$ cat src/rtl/uart_pkg.sv
// Shared types and default parameters for the uart frame transmitter.
package uart_pkg;
    typedef enum logic [1:0] {IDLE, START, DATA, STOP} state_t;

    localparam int DEF_CLKS_PER_BIT = 1;
    localparam int DEF_DATA_W       = 8;
endpackage

$ cat src/rtl/uart_baud_tick.sv
// Bit-period timer: bit_end strobes on the last clock of each serial bit.
module uart_baud_tick
    import uart_pkg::*;
#(
    parameter int CLKS_PER_BIT = DEF_CLKS_PER_BIT
) (
    input  logic clk,
    input  logic rst,
    input  logic clr,
    output logic bit_end
);
    localparam int CW = (CLKS_PER_BIT > 1) ? $clog2(CLKS_PER_BIT) : 1;
    localparam logic [CW-1:0] LAST = CW'(CLKS_PER_BIT - 1);

    logic [CW-1:0] cnt;

    assign bit_end = (cnt == LAST);

    always_ff @(posedge clk or negedge rst) begin
        if (!rst)
            cnt <= '0;
        else if (clr || bit_end)
            cnt <= '0;
        else
            cnt <= cnt + CW'(1);
    end
endmodule

$ cat src/rtl/uart.sv
// Free-running serial framer: start bit, DATA_W data bits LSB first, stop bit.
// state | meaning
// IDLE  | one cycle, line high, frame inputs latched
// START | latched start level on the line
// DATA  | shift_reg[0] on the line, one bit per bit period
// STOP  | latched stop level on the line
module uart
    import uart_pkg::*;
#(
    parameter int CLKS_PER_BIT = DEF_CLKS_PER_BIT,
    parameter int DATA_W       = DEF_DATA_W
) (
    input  logic              clk,
    input  logic              rst,
    input  logic              start,
    input  logic              stop,
    input  logic [DATA_W-1:0] data,
    output logic              out,
    output logic              done
);
    localparam int BW = (DATA_W > 1) ? $clog2(DATA_W) : 1;
    localparam logic [BW-1:0] LAST_BIT = BW'(DATA_W - 1);

    state_t            state, state_next;
    logic [DATA_W-1:0] shift_reg;
    logic [DATA_W-1:0] shifted;
    logic              start_q, stop_q;
    logic [BW-1:0]     bit_cnt;
    logic              bit_end, last_bit;
    logic              out_next, done_next;

    assign last_bit = (bit_cnt == LAST_BIT);
    assign shifted  = shift_reg >> 1;

    uart_baud_tick #(.CLKS_PER_BIT(CLKS_PER_BIT)) u_tick (
        .clk     (clk),
        .rst     (rst),
        .clr     (state_next != state),
        .bit_end (bit_end)
    );

    // out/done are computed for the upcoming state so the flops present them in step with it
    always_comb begin
        state_next = state;
        out_next   = 1'b1;
        done_next  = 1'b0;
        case (state)
            IDLE:    state_next = START;
            START:   if (bit_end) state_next = DATA;
            DATA:    if (bit_end && last_bit) state_next = STOP;
            STOP:    if (bit_end) state_next = IDLE;
            default: state_next = IDLE;
        endcase
        case (state_next)
            IDLE: begin
                out_next  = 1'b1;
                done_next = (state == STOP);
            end
            START:   out_next = (state == IDLE) ? start : start_q;
            DATA:    out_next = (state == DATA && bit_end) ? shifted[0] : shift_reg[0];
            STOP:    out_next = stop_q;
            default: out_next = 1'b1;
        endcase
    end

    always_ff @(posedge clk or negedge rst) begin
        if (!rst) begin
            state     <= IDLE;
            out       <= 1'b1;
            done      <= 1'b0;
            start_q   <= 1'b0;
            stop_q    <= 1'b0;
            shift_reg <= '0;
            bit_cnt   <= '0;
        end else begin
            state <= state_next;
            out   <= out_next;
            done  <= done_next;
            if (state == IDLE) begin
                start_q   <= start;
                stop_q    <= stop;
                shift_reg <= data;
                bit_cnt   <= '0;
            end else if (state == DATA && bit_end) begin
                shift_reg <= shifted;
                bit_cnt   <= last_bit ? '0 : bit_cnt + BW'(1);
            end
        end
    end
endmodule

$ cat config.mk
export PLATFORM = sky130hd
export DESIGN_NAME = uart
export DESIGN_NICKNAME = d
export VERILOG_FILES = /design/src/rtl/uart_pkg.sv /design/src/rtl/uart_baud_tick.sv /design/src/rtl/uart.sv
export SDC_FILE = /design/constraint.sdc
export NUM_CORES = 1
export LEC_CHECK = 0
export CORE_MARGIN = 4
export CORE_UTILIZATION = 45
export CTS_BUF_LIST = sky130_fd_sc_hd__clkbuf_8
export CTS_CLUSTER_DIAMETER = 100
export DETAILED_ROUTE_END_ITERATION = 6
export GPL_TIMING_DRIVEN = 0
export PLACE_DENSITY = 0.79
export SLEW_MARGIN = 5
export SYNTH_ARGS = -nofsm -noshare
export SYNTH_HDL_FRONTEND = slang
export SYNTH_HIERARCHICAL = 1
export SYNTH_SLANG_ARGS = --single-unit
$ cat constraint.sdc
create_clock -name clk -period 1.8 [get_ports clk]
set_input_delay 0.36 -clock clk [delete_from_list [all_inputs] [get_ports clk]]
set_output_delay 0.36 -clock clk [all_outputs]
set_load 0.005 [all_outputs]
## After elaboration in Yosys (flattened, before gate mapping)

Index checks and enable logic that the tools add are counted.

- Bitwise logic cells: 1
- Multiplexer cells: 14
- $add $sub $neg: 2
- Reduce and logical (&&, ||, !) cells: 6
- Equality and inequality tests: 8

Operators by type and width:

| kind | number |
|---|---|
| two-way mux 8 bit | 2 |
| two-way mux 3 bit | 3 |
| equality test 2 bit, second input constant | 4 |
| case mux 2 bit (4 select lines) | 1 |
| two-way mux 2 bit | 3 |
| equality test 2 x 1 -> 1 bit, second input constant | 2 |
| logical NOT 2 bit | 2 |
| two-way mux 1 bit | 4 |
| case mux 1 bit (4 select lines) | 1 |
| adder 3 x 1 -> 3 bit, second input constant | 1 |
| equality test 3 bit, second input constant | 1 |
| logical AND 1 bit | 2 |
| != test 2 bit | 1 |
| nonzero test 2 bit | 1 |
| adder 1 bit, second input constant | 1 |
| logical OR 1 bit | 1 |
| NOT 1 bit | 1 |

- Logic and storage cells: 39
- Bits of input ports: 12
- Output and inout port bits: 2
- Register bits: 18

## Logic depth before layout (Yosys ltp)

- Depth after elaboration: 7
- Depth in mapped cells: 6
- Gate-level depth less buffers: 6

## By module

Netlist, hierarchy kept.

Modules (own cells, without submodules):

| module | sequential area each (um2) | cells an instance | area an instance (um2) | times used |
|---|---|---|---|---|
| uart | 426.7 | 78 | 862.1 | 1 |
| uart_baud_tick | 25.0 | 3 | 32.5 | 1 |

## Worst setup path after synthesis

OpenSTA, ideal clock, no wires.

- Kind: register to register
- From: register bit_cnt[0]
- To: register out
- Library setup time: 0.083 ns
- Arrival time: 1.303 ns
- Stages on the path, launching flop included: 6
- Clock period less this slack: 1.387 ns
- Setup slack: 0.413 ns
- Buffers on the path: 0
- Required time: 1.717 ns
- Cell sequence: dfrtp_1 > ha_1 > ha_1 > o211ai_1 > a32oi_1 > a221o_1

- Cells in the longest elaborated chain, start to end: 6
- Elaborated cells on any way between the ends: 9
- Those cells by class: eq/ne: 4; mux: 3; reduce/logical: 2

RTL lines:

| what | line | RTL |
|---|---|---|
| from (decl) | uart.sv:28 | `logic [BW-1:0] bit_cnt;` |
| from (signal assigned) | uart.sv:86 | `bit_cnt <= last_bit ? '0 : bit_cnt + BW'(1);` |
| equality test 3 bit (*) | uart.sv:32 | `assign last_bit = (bit_cnt == LAST_BIT);` |
| logical AND 1 bit (*) | uart.sv:50 | `DATA: if (bit_end && last_bit) state_next = STOP;` |
| two-way mux 2 bit (*) | uart.sv:50 |  |
| case mux 2 bit (4 select lines) (*) | uart.sv:47 | `case (state)` |
| equality test 2 bit (tied with other cells) | uart.sv:54 | `case (state_next)` |
| case mux 1 bit (4 select lines) (*) | uart.sv:54 |  |
| named net out_next | uart.sv:30 | `logic out_next, done_next;` |
| to (signal assigned) | uart.sv:77 | `out <= out_next;` |
| to (decl) | uart.sv:18 | `output logic out,` |

Mark *: on every way through the listed nets, which the timed path passes. The rest lies on a longest branch.
A chain may end at the register's enable or synchronous reset.

## Worst setup path after layout

- From: register out
- To: output out

No word-level cell between the ends.

==> impl_results.md <==
* DRC at 0
* Avg WL per Cell at between 10 and 15 um
* CTS tree: yes
* Vias in the first global route at 740
* Tcrit/Tclk final at 0.8898
* Vias per cell at 5.281
* Max FFs per register at 8
* Skew-Pair Late Insertion Delay at ~0.25 ns
* Post-route ant nets at 0
* Clock skew at 0.002634 ns
* Pwr per Cell Area at 1642 nW/um2
* Share of layout cells above drive strength 1 at 0.1771
* GR Util All Layers at 0.1587
* CP max-delay cell: dfstp_2
* Initial core utilization at 0.4910
* Slew headroom at 0.4697
* I/O Buffers at 13
* Worst hold path type: flop to flop
* DR vias at between 600 and 700
* Clock tree buffer depth at 2
* Post-DP HPWL at 1.211 mm
* Final hold violation count at 0
* Warnings, synthesis at 6
* Fillers at 156
* Placed inst area at around 1000 um2
* Cell Area, Synth at 884.6 um2
* Syn nets at between 90 and 100
* Design Area, Final at 1101 um2
* Overflow after GRT at 0
* Global placement routability congestion at 0.7376
* Status: finished, final reports clean
* Core area at about 1800 um2
* # IOs at 14
* Worst slew pin tran at around 0.79 ns
* ANT cells at 0
* First-pass GRT wire length at 3.229 mm
* Root Driver: clkbuf_8
* WL final at 1.642 mm
* # hold bufs at CTS at 0
* Fmax at ~620 MHz
* Cts bufs inserted at 3
* CP top delay family: flip-flops
* Kind of critical path: flop to primary output
* Cells after Synth at 79
* P&R area growth vs syn at 24.47%
* Worst Path Max Fanout at 1
* Nets at between 100 and 150
* TritonRoute pass-1 iters at 4
* Pin count of the biggest net entering global routing at 19
* Drt initial violations at 3
* Chip width at between 50 and 60 um
* Max-cap violations at 0
* Chip height at between 50 and 60 um
* Bufs and invs on worst path at 1
* Setup TNS at 0 ns
* Peak VDD IR at 0.0009697 V
* Max-slew violations at 0
* Final Core Density at 0.6111
* RSZ-0062 raised after global routing: false
* Max stage delay on crit path at between 0.5 and 0.6 ns
* Setup crit start kind: flop
* Initial antenna violation count at 0
* Req. time, crit path at 1.44 ns
* Crit end category: primary output
* # H-tree levels at 1
* Clock sink count at 18
* Cts repair resizes at 0
* Arrival time worst endpoint at 1.24 ns
* P_leak at 0.0004658 uW
* # setup viols final at 0
* Min Clock Period, post-route at 1.602 ns
* Post-CTS Setup Inserts at 0
* Die area at roughly 2700 um2
* Syn_area_per_cell at ~11 um2
* Clock transition at the registers of the reported paths at 0.07 ns
* PnR Total Power at approximately 1800 uW
* Cell Rows at 15
* Crit-path cells: clkdlybuf4s50_1
path summary, 6_finish.rpt:
check,startpoint,end,slack (ns),cells past startpoint
max in group asynchronous,rst,start_q,0.74,1
worst min-delay path,shift_reg[3],shift_reg[3],0.50,1
worst max register to register,bit_cnt[0],out,0.31,5
worst max-delay path,out,out,0.20,1
worst min register to register,shift_reg[3],shift_reg[3],0.50,1
min in group asynchronous,rst,bit_cnt[1],0.57,1
per-stage QoR:
| stage | hold WS, ns | worst slack (ns) | cells |
|---|---|---|---|
| floorplan | 0.06441 | 0.4248 | 79 |
| global placement | 0.4748 | 0.3318 | 117 |
| detailed placement | 0.4891 | 0.3212 | 117 |
| CTS | 0.5044 | 0.1881 | 121 |
| global route | 0.5337 | 0.1663 | 121 |
| finish | 0.4985 | 0.1983 | 121 |
layout make-up:
type | count | area (um2) | share of cell area
sequential | 18 | 451.7 | 0.4102
multi-input combinational | 52 | 380.4 | 0.3455
timing repair buffer | 13 | 130.1 | 0.1182
clock buffer | 4 | 55.05 | 0.05000
buffer | 5 | 37.54 | 0.03409
tap | 25 | 31.28 | 0.02841
inverter | 4 | 15.01 | 0.01364
report_power, final:
part / internal, uW / total, uW / switching [uW]
Sequential: 591 / 709 / 117
Combinational: 417 / 777 / 360
Clock: 194 / 322 / 128
Total: 1200 / 1810 / 605
routing by layer:
metal,share of wire,track usage,vias to the layer above
met5,0,0,-
met4,0.020,0.07660,0
met1,0.46,0.2015,307
met3,0.037,0.02564,4
met2,0.48,0.2603,11
li1,-,-,317
cell usage in the layout (no fill, tap or decap), types with 2 or more instances in the layout:
master,instances
o22a_1,14
inv_1,4
buf_6,2
clkdlybuf4s50_1,13
buf_2,3
nand2_1,10
a22o_1,2
o21ai_0,5
clkbuf_8,4
ha_1,2
dfrtp_1,17
No activity file was read; power rests on OpenSTA's default activity.
